`src/rtl/pr3_pkg.sv`:
```
// Shared definitions for the pr3 MIPS datapath front end.
// Ports: none (package only).
// Holds the datapath word width, the default reset PC and the fetch FSM state type.
package pr3_pkg;

  localparam int unsigned WORD_W           = 32;
  localparam logic [31:0] RESET_PC_DEFAULT = 32'h0000_0000;

  typedef enum logic [1:0] {
    IDLE = 2'd0,
    RUN  = 2'd1,
    HALT = 2'd2
  } ifetch_state_t;

endpackage : pr3_pkg

```
`src/rtl/next_pc_sel.sv`:
```
// Purpose: combinational priority mux for the next program counter.
// Ports: current pc, jump/branch requests with targets, sequential-advance flag -> next pc.
// Priority is jump > branch > sequential (pc+4) > hold. Redirect targets are word aligned.
module next_pc_sel
  import pr3_pkg::*;
(
  input  logic [WORD_W-1:0] pc_i,
  input  logic              jump_i,
  input  logic [WORD_W-1:0] jump_target_i,
  input  logic              branch_taken_i,
  input  logic [WORD_W-1:0] branch_target_i,
  input  logic              advance_i,
  output logic [WORD_W-1:0] next_pc_o
);

  // Clearing the low two bits keeps every fetch address on a word boundary,
  // so a sloppy target from downstream can never produce a split word.
  localparam logic [WORD_W-1:0] ALIGN_MASK = ~(WORD_W'(3));

  always_comb begin
    next_pc_o = pc_i;
    if (jump_i) begin
      next_pc_o = jump_target_i & ALIGN_MASK;
    end else if (branch_taken_i) begin
      next_pc_o = branch_target_i & ALIGN_MASK;
    end else if (advance_i) begin
      next_pc_o = pc_i + WORD_W'(4);
    end
  end

endmodule : next_pc_sel

```
`src/rtl/ifetch_unit.sv`:
```
// Purpose: pr3 instruction fetch stage; owns the PC and instruction memory and
//   presents one registered instruction per cycle over a valid/ready handshake.
// Ports: clk/rst (sync, active high); dec_ready from decode; branch/jump redirects
//   with byte targets; instr, instr_pc, pc_plus4, instr_valid, halted, fetch_count out.
module ifetch_unit
  import pr3_pkg::*;
#(
  parameter int unsigned IMEM_DEPTH = 128,
  parameter logic [31:0] RESET_PC   = RESET_PC_DEFAULT
) (
  input  logic              clk,
  input  logic              rst,
  input  logic              dec_ready,
  input  logic              branch_taken,
  input  logic [WORD_W-1:0] branch_target,
  input  logic              jump,
  input  logic [WORD_W-1:0] jump_target,
  output logic [WORD_W-1:0] instr,
  output logic [WORD_W-1:0] instr_pc,
  output logic [WORD_W-1:0] pc_plus4,
  output logic              instr_valid,
  output logic              halted,
  output logic [WORD_W-1:0] fetch_count
);

  localparam int unsigned IDX_W = $clog2(IMEM_DEPTH);

  // Program storage; contents are loaded hierarchically from outside this module.
  logic [WORD_W-1:0] iMem [0:IMEM_DEPTH-1];

  ifetch_state_t     state_q, state_d;
  logic [WORD_W-1:0] pc_q, pc_d;
  logic [WORD_W-1:0] instr_q, instr_d;
  logic [WORD_W-1:0] instr_pc_q, instr_pc_d;
  logic [WORD_W-1:0] pc_plus4_q, pc_plus4_d;
  logic              instr_valid_q, instr_valid_d;
  logic              halted_q, halted_d;
  logic [WORD_W-1:0] fetch_count_q, fetch_count_d;

  logic              redirect;
  logic              handshake;
  logic              stall;
  logic              pc_out_of_range;
  logic              fetch_ok;
  logic [IDX_W-1:0]  imem_idx;
  logic [WORD_W-1:0] next_pc;

  assign redirect        = jump | branch_taken;
  assign handshake       = instr_valid_q & dec_ready;
  assign stall           = instr_valid_q & ~dec_ready;
  // Compare the full word address, so any PC beyond the array (including
  // wrapped high addresses) is caught rather than aliasing into memory.
  assign pc_out_of_range = (pc_q >> 2) >= WORD_W'(IMEM_DEPTH);
  assign fetch_ok        = (state_q == RUN) & ~redirect & ~stall & ~pc_out_of_range;
  assign imem_idx        = pc_q[IDX_W+1:2];

  next_pc_sel u_next_pc_sel (
    .pc_i            (pc_q),
    .jump_i          (jump),
    .jump_target_i   (jump_target),
    .branch_taken_i  (branch_taken),
    .branch_target_i (branch_target),
    .advance_i       (fetch_ok),
    .next_pc_o       (next_pc)
  );

  always_comb begin
    state_d       = state_q;
    pc_d          = pc_q;
    instr_d       = instr_q;
    instr_pc_d    = instr_pc_q;
    pc_plus4_d    = pc_plus4_q;
    instr_valid_d = instr_valid_q;
    halted_d      = halted_q;
    // A handshake completes whenever a valid word meets a ready decoder,
    // even if a redirect squashes the successor in the same cycle.
    fetch_count_d = fetch_count_q + WORD_W'(handshake);

    unique case (state_q)
      IDLE: begin
        // Single bubble after reset before the first fetch.
        state_d = RUN;
      end
      RUN: begin
        if (redirect) begin
          // Squash the sequential successor; no delay slot.
          pc_d          = next_pc;
          instr_valid_d = 1'b0;
        end else if (stall) begin
          // Hold everything while decode is busy.
        end else if (pc_out_of_range) begin
          state_d       = HALT;
          instr_valid_d = 1'b0;
          halted_d      = 1'b1;
        end else begin
          instr_d       = iMem[imem_idx];
          instr_pc_d    = pc_q;
          pc_plus4_d    = pc_q + WORD_W'(4);
          instr_valid_d = 1'b1;
          pc_d          = next_pc;
        end
      end
      HALT: begin
        instr_valid_d = 1'b0;
        halted_d      = 1'b1;
      end
      default: begin
        state_d = IDLE;
      end
    endcase
  end

  always_ff @(posedge clk) begin
    if (rst) begin
      state_q       <= IDLE;
      pc_q          <= RESET_PC;
      instr_q       <= '0;
      instr_pc_q    <= '0;
      pc_plus4_q    <= '0;
      instr_valid_q <= 1'b0;
      halted_q      <= 1'b0;
      fetch_count_q <= '0;
    end else begin
      state_q       <= state_d;
      pc_q          <= pc_d;
      instr_q       <= instr_d;
      instr_pc_q    <= instr_pc_d;
      pc_plus4_q    <= pc_plus4_d;
      instr_valid_q <= instr_valid_d;
      halted_q      <= halted_d;
      fetch_count_q <= fetch_count_d;
    end
  end

  assign instr       = instr_q;
  assign instr_pc    = instr_pc_q;
  assign pc_plus4    = pc_plus4_q;
  assign instr_valid = instr_valid_q;
  assign halted      = halted_q;
  assign fetch_count = fetch_count_q;

endmodule : ifetch_unit

```
`config.mk`:
```
export PLATFORM = sky130hd
export DESIGN_NAME = ifetch_unit
export DESIGN_NICKNAME = d
export VERILOG_FILES = /design/src/rtl/pr3_pkg.sv /design/src/rtl/next_pc_sel.sv /design/src/rtl/ifetch_unit.sv
export SDC_FILE = /design/constraint.sdc
export NUM_CORES = 1
export LEC_CHECK = 0
export ABC_CLOCK_PERIOD_IN_PS = 4720
export CORE_UTILIZATION = 40
export DETAILED_ROUTE_END_ITERATION = 12
export GPL_ROUTABILITY_DRIVEN = 0
export HOLD_SLACK_MARGIN = 0.06
export PLACE_DENSITY = 0.7
export REMOVE_ABC_BUFFERS = 1
export SYNTH_ARGS = -nofsm -noshare
export SYNTH_HDL_FRONTEND = slang
export SYNTH_HIERARCHICAL = 1
export SYNTH_SLANG_ARGS = --single-unit
```
`constraint.sdc`:
```
create_clock -name clk -period 4.72 [get_ports clk]
set_input_delay 1.18 -clock clk [delete_from_list [all_inputs] [get_ports clk]]
set_output_delay 1.18 -clock clk [all_outputs]
set_load 0.02 [all_outputs]
```
==> results of run 1 <==
placed cells by master, fill, tap and decap left out, types with 3 or more instances in the layout:
cell               n
a21oi_1           40
a22oi_1           15
and2_1            50
and4_1             5
buf_4             12
clkbuf_16         17
clkdlybuf4s50_1  161
clkinv_4           4
conb_1            32
dfxtp_1          130
ha_1               5
inv_1             13
inv_6              6
mux2_2            10
mux2i_1           11
nand2_1           34
nand2b_1          45
nand3_1           30
nand3b_1          23
nand4_1           27
nor2_1            32
nor2b_1           12
nor3_1            15
nor4_1            19
o2111ai_1          4
o21a_1             3
o21ai_0           45
o21ai_1            5
o22ai_1            5
o31ai_1           28
or3_1              5
or4_1             12
xnor2_1           18
xor2_1            21
cell usage after synthesis (3+ instances only):
cell type / number / share of area
nor4_1: 19 / 0.018
a22oi_1: 15 / 0.017
nor3_1: 15 / 0.011
o31ai_1: 28 / 0.032
buf_4: 34 / 0.039
ha_1: 5 / 0.0096
nor2_1: 32 / 0.018
xor2_1: 21 / 0.028
o22ai_1: 5 / 0.0048
o21ai_1: 5 / 0.0038
and4_1: 5 / 0.0067
o2111ai_1: 4 / 0.0054
nand4_1: 27 / 0.026
nand3_1: 30 / 0.023
mux2i_1: 11 / 0.017
buf_1: 4 / 0.0023
xnor2_1: 18 / 0.024
inv_1: 13 / 0.0075
a21oi_1: 40 / 0.031
dfxtp_1: 130 / 0.40
nand2_1: 34 / 0.020
mux2_2: 10 / 0.017
a31oi_1: 3 / 0.0029
and2_1: 50 / 0.048
o21a_1: 3 / 0.0034
nand3b_1: 23 / 0.026
nor2b_1: 12 / 0.011
or3_1: 5 / 0.0048
or4_1: 12 / 0.014
clkbuf_1: 42 / 0.024
nand2b_1: 45 / 0.043
o21ai_0: 45 / 0.034
metal layers:
layer	vias to the layer above	wire, µm
met5	-	0
met4	0	279
met3	26	1190
met2	170	7480
met1	2765	7900
li1	2958	-
path summary, 6_finish.rpt:
| kind | from | end |
|---|---|---|
| hold reg to reg | state_q[1]$_SDFFE_PP0P_ | state_q[0]$_SDFFE_PP0P_ |
| setup reg to reg | pc_q[22]$_SDFFE_PP0P_ | pc_q[31]$_SDFFE_PP0P_ |
| hold / removal | state_q[1]$_SDFFE_PP0P_ | state_q[0]$_SDFFE_PP0P_ |
| setup / recovery | branch_taken | pc_q[31]$_SDFFE_PP0P_ |
layout make-up:
type | count | area share
repair buffers | 175 | 0.197
multi-input cells | 571 | 0.406
clock inverters | 14 | 0.0136
inverters | 14 | 0.00599
clock buffers | 18 | 0.0501
well taps | 216 | 0.0308
flip-flops and latches | 130 | 0.297
sequential cells by signal, summed over array words and instances, names as in the netlist:
name,flops
fetch_count,32
instr_pc,32
instr_valid,1
pc_q,32
pc_plus4,30
state_q,2
halted,1
cells by family (layout without fill, tap and decap cells):
group	after synthesis	after routing	share of synthesized area
fa+ha+maj	5	5	0.00956
buf+inv	97	221	0.0767
other cells	1	32	0.000573
simple gates	321	321	0.287
mux	21	21	0.0340
compound gates	153	153	0.142
xor+xnor	39	39	0.0522
flops	130	130	0.398
per-stage QoR:
stage | std cells | total power [mW] | util | setup slack [ps] | hold slack (ps)
floorplan | 715 | 1.39 | - | 808 | 422
global placement | 1106 | 1.56 | 0.515 | 668 | 440
detailed placement | 1106 | 1.56 | 0.515 | 666 | 441
CTS | 1138 | 2.82 | 0.550 | 1100 | 453
global route | 1138 | 2.91 | 0.550 | 904 | 472
finish | 1138 | 2.79 | 0.550 | 1050 | 447
worst max-delay path, delay by kind of cell:
| family | cells | cell delay [ps] |
|---|---|---|
| compound gates | 2 | 420 |
| buf+inv | 2 | 590 |
| simple gates | 7 | 1780 |
power by group through the flow:
stage / combinational, mW / sequential (mW) / clock, mW
2_1_floorplan: 0.204 / 1.19 / 0
3_3_place_gp: 0.361 / 1.20 / 0
3_5_place_dp: 0.365 / 1.20 / 0
4_1_cts: 0.366 / 1.17 / 1.28
5_1_grt: 0.402 / 1.18 / 1.32
6_report: 0.369 / 1.18 / 1.25
==> results by group, run 1 <==
Place
  • DP Area: 8210 µm²
  • DP HPWL: 11300 µm
  • I/O Buffers: 162

Flow run
  • Max_cap viols: 0

Detailed routing
  • Post-DRT Antenna Nets: 0
  • Drt pass-1 iters: 5
  • Initial DRC Count: 388
  • Final WL: 16800 µm
  • Total number of vias: 5919
  • Routed len/inst: 14.8 µm
  • DR vias/cell: 5.20
  • Drc violations: 0

Finish
  • Design Area, Final: 8770 µm²
  • FILL cells: 1508
  • Nets: 983
  • P&R area growth vs syn: 34.1%
  • Layout cell share with drive strength beyond 1: 0.0694
  • Area of the multi-input gates: 3560 µm²
  • Antenna fix cells: 0
  • FF/Latch Area: 2600 µm²

Die
  • FP Rows: 46
  • Die X: 130 µm
  • I/O pin count: 199
  • Starting Density: 0.410
  • Core area: 15900 µm²
  • Die Ht: 130 µm
  • Full die area: 16900 µm²

Global routing
  • First-pass GRT wire length: 26800 µm
  • Busiest layer in global routing: met2
  • All-layer global routing usage: 0.202
  • Largest net degree at the start of global routing: 78
  • Initial antenna violation count: 0
  • Met3 Track Usage GR: 0.0672
  • Met2 GRT Util: 0.305
  • Vias in the first global route: 5421
  • GRT Residual Overflow: 0
  • Met1 Use GR: 0.266

Power and ir drop
  • P_sw: 822 µW
  • Switching share of power: 0.295
  • Sequential power share: 0.421
  • Clock power frac: 0.446
  • Power Density: 318 nW/µm²
  • Leak: 3.03 nW
  • Peak supply drop: 0.236 mV
  • Combinational fraction of design power: 0.132
  • Pint: 1.97 mW

STA
  • Setup violations, final: 0
  • Slew Limit Fails: 0
  • Worst Tran Pin Value: 1010 ps
  • Setup tns final: 0 ps
  • Final hold vios: 0
  • RSZ-0062 raised after global routing: false
  • F_max: 273 MHz
  • Final period utilization: 0.777
  • Slew margin rel.: 0.323
  • Minimum clock period: 3670 ps
  • Final Skew: 13.0 ps

Setup path
  • CP Class: primary input to flop
  • R2R Setup Slk: 1340 ps
  • Crit-path slowest cell: or4_4
  • CP endpoint kind: flop
  • WP data arrival: 3960 ps
  • CP required: 5010 ps
  • Worst-path fanout max: 5
  • Crit-path cells: clkdlybuf4s50_1 -> nor2_1 -> nand3_1 -> nor3_1 -> buf_4 -> nand4_1 -> or2_1 -> or4_4 -> a311o_1 -> nand2b_1 -> o21ai_0
  • Worst Setup Start Kind: primary input
  • Worst Reg-to-Reg Cells: 11
  • Worst stage delay on the critical path: 450 ps

Clock network
  • Post-CTS Hold Buffers: 0
  • Worst-path clk slew: 60 ps
  • CTS Sinks: 130
  • CTS root buf: clkbuf_16
  • Clock Latency Late Sink: 420 ps
  • Post-CTS Resized: 0
  • TritonCTS clock tree: done
  • CTS H-tree lvls: 4
  • TritonCTS Buffers: 17
  • Post-CTS Setup Inserts: 0
  • CTS Buffer Depth: 2

Logic synthesis
  • Async set-reset flop share out of synthesis: 0
  • Synth Flop Type: dfxtp_1
  • Syn Inst Count: 767
  • Synth warn: 6
  • Sequential area share after synthesis: 0.398
  • Post-synthesis register bit count: 130
  • Post-synth EDFFs: 0
  • Number of distinct library cells after synthesis: 49
  • Post-synthesis cell area: 6540 µm²
  • Post-synthesis average cell area: 8.53 µm²

Worst hold path
  • Min-Delay Path Class: flop to flop
  • Worst hold stages: 1

Outcome
  • Status: complete, no violations
Note: power is estimated with default switching activity, not from simulation.
==> run 2: changes to the inputs <==
ABC_CLOCK_PERIOD_IN_PS = 3300   (was 4720)
PLACE_DENSITY = 0.73   (was 0.7)
clock period = 3.3 ns   (was 4.72 ns; I/O delays follow)
==> results by group, run 2 (synthesis gave the netlist of run 1 again) <==
Outcome
  • Status: complete, no violations

Die
  • Full die area: 16900 µm²
  • I/O pin count: 199
  • FP Rows: 46
  • Die X: 130 µm
  • Starting Density: 0.410
  • Core area: 15900 µm²
  • Die Ht: 130 µm

STA
  • Final hold vios: 0
  • Setup violations, final: 0
  • RSZ-0062 raised after global routing: false
  • Minimum clock period: 2930 ps
  • Worst Tran Pin Value: 969 ps
  • Final Skew: 10.8 ps
  • Setup slack after layout: 369 ps
  • Slew margin rel.: 0.353
  • Final period utilization: 0.888
  • F_max: 341 MHz
  • Slew Limit Fails: 0

Global routing
  • Vias in the first global route: 5446
  • Largest net degree at the start of global routing: 46
  • All-layer global routing usage: 0.199
  • GRT Residual Overflow: 0
  • First-pass GRT wire length: 26700 µm
  • Initial antenna violation count: 0

Setup path
  • Worst stage delay on the critical path: 410 ps
  • Largest delay share family, worst path: simple AND/OR/NAND/NOR gates
  • Crit-path slowest cell: clkdlybuf4s50_1
  • R2R Setup Slk: 380 ps
  • WP data arrival: 3280 ps
  • Reg2reg end: pc_q[16]$_SDFFE_PP0P_
  • CP required: 3650 ps
  • Worst Setup Start Kind: primary input
  • FF-to-FF Start: pc_q[26]$_SDFFE_PP0P_
  • CP endpoint kind: flop
  • CP Class: primary input to flop
  • Worst Path Buf+Inv: 3
  • Crit-path cells: clkdlybuf4s50_1 -> nor2_1 -> nand3_1 -> nor3_2 -> nand4_1 -> buf_4 -> nor4_1 -> buf_4 -> nand3_1 -> xor2_1 -> o21ai_0 -> nand2b_1 -> o21ai_0
  • Worst Reg-to-Reg Cells: 12
  • Worst-path fanout max: 4

Finish
  • Antenna fix cells: 0
  • Nets: 1002
  • Util after Layout: 0.565
  • Commonest non-fill, non-tap cells in the layout: 161 x clkdlybuf4s50_1, 130 x dfxtp_1, 50 x and2_1
  • Layout cell share with drive strength beyond 1: 0.0914
  • P&R area growth vs syn: 37.6%
  • Most common cell after layout, fill and taps aside: clkdlybuf4s50_1

Worst hold path
  • Min-Delay Path Class: flop to flop
  • Hold Path Origin: state_q[1]$_SDFFE_PP0P_
  • Worst Hold End: state_q[0]$_SDFFE_PP0P_
  • Worst hold stages: 1

Clock network
  • Post-CTS Hold Buffers: 0
  • TritonCTS clock tree: done
  • Worst-path clk slew: 60 ps
  • Post-CTS Resized: 0
  • TritonCTS Buffers: 17
  • Clock Latency Late Sink: 420 ps
  • CTS Buffer Depth: 2
  • CTS H-tree lvls: 4
  • CTS Sinks: 130
  • CTS root buf: clkbuf_16
  • Post-CTS Setup Inserts: 0

Detailed routing
  • Final WL: 16500 µm
  • Post-DRT Antenna Nets: 0
  • Routed len/inst: 14.3 µm
  • Total number of vias: 5955
  • Drt pass-1 iters: 4
  • Initial DRC Count: 355
  • Drc violations: 0
  • DR vias/cell: 5.15

Power and ir drop
  • Peak supply drop: 0.496 mV
  • Leak: 3.16 nW
  • Power Density: 466 nW/µm²

Place
  • I/O Buffers: 162
  • Dpl ws: -109 ps
  • DP HPWL: 11300 µm

Flow run
  • Max_cap viols: 0
==> run 2: cell count changes in the layout (fill, tap and decap cells not counted), sizes merged <==
cell	change
inv	+3
clkbuf	-1
clkinv	-2
clkinvlp	-2
bufinv	+2
buf	+19
==> run 2: power breakdown <==
group	switching, mW	internal (mW)
Clock	0.803	1.16
Combinational	0.327	0.222
Sequential	0.0742	1.61
==> run 2: layout make-up <==
cell class / instances / area (µm²)
Multi-Input combinational cell: 571 / 3580
Inverter: 14 / 52.6
Tap cell: 216 / 270
Fill cell: 1457 / 6940
Clock buffer: 17 / 425
Clock inverter: 15 / 190
Sequential cell: 130 / 2600
Timing Repair Buffer: 194 / 1880
==> run 2: layer usage <==
metal,vias to the layer above,GRT usage,share of wire
met5,-,0,0
met4,0,0.0663,0.011
met3,13,0.0664,0.078
met2,163,0.308,0.45
met1,2783,0.261,0.46
li1,2996,-,-
==> run 2: worst reg2reg max path, delay by kind of cell, from the launching register on <==
family | cells | cell delay [ps]
and+or+nand+nor | 7 | 1620
AOI/OAI and AO/OA | 2 | 300
DFF | 1 | 380
xor gates and xnor gates | 1 | 150
buffers and inverters | 2 | 390
==> run 2: through the flow <==
| step | TNS, ps | hold WS [ps] | power [mW] | cells | cell area, µm² |
|---|---|---|---|---|---|
| floorplan | -650 | 422 | 1.99 | 715 | 6210 |
| global placement | -183 | 439 | 2.25 | 1125 | 8370 |
| detailed placement | -689 | 438 | 2.26 | 1125 | 8370 |
| CTS | 0 | 449 | 4.23 | 1157 | 8980 |
| global route | 0 | 474 | 4.36 | 1157 | 9000 |
| finish | 0 | 447 | 4.19 | 1157 | 9000 |
==> run 2: worst max path at each step <==
stage | cells past startpoint | endpoint | startpoint
after floorplan | 9 | pc_q[31]$_SDFFE_PP0P_ | branch_taken
after global placement | 10 | pc_q[31]$_SDFFE_PP0P_ | branch_taken
after detailed placement | 13 | pc_q[19]$_SDFFE_PP0P_ | branch_taken
after CTS | 12 | pc_q[18]$_SDFFE_PP0P_ | pc_q[17]$_SDFFE_PP0P_
after global routing | 13 | pc_q[18]$_SDFFE_PP0P_ | branch_taken
final | 13 | pc_q[16]$_SDFFE_PP0P_ | branch_taken
==> run 3: changes to the inputs <==
MAX_ROUTING_LAYER = met4   (was unset)
SKIP_LAST_GASP = 1   (was unset)
==> results by group, run 3 (synthesis gave the netlist of run 1 again) <==
Outcome
  • Status: complete, no violations

Die
  • Die Ht: 130 µm
  • Starting Density: 0.410
  • Core area: 15900 µm²
  • FP Rows: 46
  • Die X: 130 µm
  • Full die area: 16900 µm²
  • I/O pin count: 199

Finish
  • Design Area, Final: 9000 µm²
  • Commonest non-fill, non-tap cells in the layout: 161 x clkdlybuf4s50_1, 130 x dfxtp_1, 50 x and2_1
  • Nets: 1002
  • Most common cell after layout, fill and taps aside: clkdlybuf4s50_1
  • Layout cell share with drive strength beyond 1: 0.0914
  • FILL cells: 1457
  • P&R area growth vs syn: 37.6%
  • Util after Layout: 0.565
  • Antenna fix cells: 0

Clock network
  • Worst-path clk slew: 60 ps
  • Clock Latency Late Sink: 420 ps
  • CTS H-tree lvls: 4
  • Post-CTS Setup Inserts: 0
  • Post-CTS Resized: 0
  • Post-CTS Hold Buffers: 0
  • CTS root buf: clkbuf_16
  • CTS Buffer Depth: 2
  • CTS Sinks: 130
  • TritonCTS Buffers: 17
  • TritonCTS clock tree: done

Power and ir drop
  • Peak supply drop: 0.496 mV
  • Leak: 3.16 nW
  • Power Density: 466 nW/µm²

Detailed routing
  • Post-DRT Antenna Nets: 0
  • Routed len/inst: 14.3 µm
  • DR vias/cell: 5.12
  • Drc violations: 0
  • Initial DRC Count: 355
  • Final WL: 16500 µm
  • Total number of vias: 5928
  • Drt pass-1 iters: 5

Place
  • DP Area: 8370 µm²
  • I/O Buffers: 162
  • DP HPWL: 11300 µm

Setup path
  • Crit-path slowest cell: clkdlybuf4s50_1
  • WP data arrival: 3290 ps
  • CP Class: primary input to flop
  • Worst Setup Start Kind: primary input
  • Largest delay share family, worst path: simple AND/OR/NAND/NOR gates
  • Worst stage delay on the critical path: 410 ps
  • CP endpoint kind: flop
  • Worst Path Buf+Inv: 3
  • CP required: 3640 ps
  • Crit-path cells: clkdlybuf4s50_1 -> nor2_1 -> nand3_1 -> nor3_2 -> nand4_1 -> buf_4 -> nor4_1 -> buf_4 -> nand4_1 -> xor2_1 -> o21ai_0 -> nand2b_1 -> o21ai_0
  • Worst-path fanout max: 4

Worst hold path
  • Min-Delay Path Class: flop to flop

Global routing
  • All-layer global routing usage: 0.205
  • Largest net degree at the start of global routing: 46
  • Vias in the first global route: 5444
  • GRT Residual Overflow: 0
  • Initial antenna violation count: 0
  • First-pass GRT wire length: 26700 µm

STA
  • RSZ-0062 raised after global routing: false
  • Final period utilization: 0.893
  • Minimum clock period: 2950 ps
  • Slew margin rel.: 0.353
  • WHS: 446 ps
  • Slew Limit Fails: 0
  • F_max: 339 MHz
  • Setup violations, final: 0
  • Final Skew: 12.6 ps
  • Worst Tran Pin Value: 969 ps
  • Final hold vios: 0

Flow run
  • Max_cap viols: 0
-- run 3: metrics by stage --
step	TNS (ps)	setup WS [ps]	instances	power, mW
finish	0	354	1157	4.19
global route	0	75.0	1157	4.36
CTS	0	337	1157	4.23
detailed placement	-689	-109	1125	2.26
global placement	-183	-67.1	1125	2.25
floorplan	-650	-257	715	1.99
-- run 3: final timing paths --
check | from | to | slack [ps] | depth (start not counted)
max | branch_taken | pc_q[19]$_SDFFE_PP0P_ | 350 | 13
min | state_q[1]$_SDFFE_PP0P_ | state_q[0]$_SDFFE_PP0P_ | 450 | 1
max reg2reg | pc_q[26]$_SDFFE_PP0P_ | pc_q[19]$_SDFFE_PP0P_ | 370 | 12
min reg2reg | state_q[1]$_SDFFE_PP0P_ | state_q[0]$_SDFFE_PP0P_ | 450 | 1
-- run 3: area by class of cell --
type	instances	area, µm²	share of cell area
inverter	14	52.6	0.00584
multi-input combinational	571	3580	0.397
sequential	130	2600	0.289
clock inverter	15	190	0.0211
clock buffer	17	425	0.0473
timing repair buffer	194	1880	0.209
tap	216	270	0.0300
-- run 3: worst register-to-register path: stages (launching register included) --
cell and delay, ps:
dfxtp_1 380, nor4_1 570, nand2_1 170, nor3_2 270, nand4_1 190, buf_4 220, nor4_1 250, buf_4 180
nand4_1 110, xor2_1 160, o21ai_0 170, nand2b_1 70, o21ai_0 140
-- run 3: power breakdown --
part	switching, mW	total, mW	leakage, nW	internal [mW]
clock network	0.807	1.96	0.306	1.16
registers	0.0744	1.68	1.05	1.61
logic	0.326	0.547	1.80	0.222
total	1.21	4.19	3.16	2.99
-- run 3: layer usage --
metal | vias to the layer above | global-route usage | routed length [µm]
met3 | 13 | 0.0619 | 1170
met5 | - | - | 0
met2 | 160 | 0.308 | 7280
li1 | 2997 | - | -
met4 | 0 | 0.0663 | 189
met1 | 2758 | 0.263 | 7870
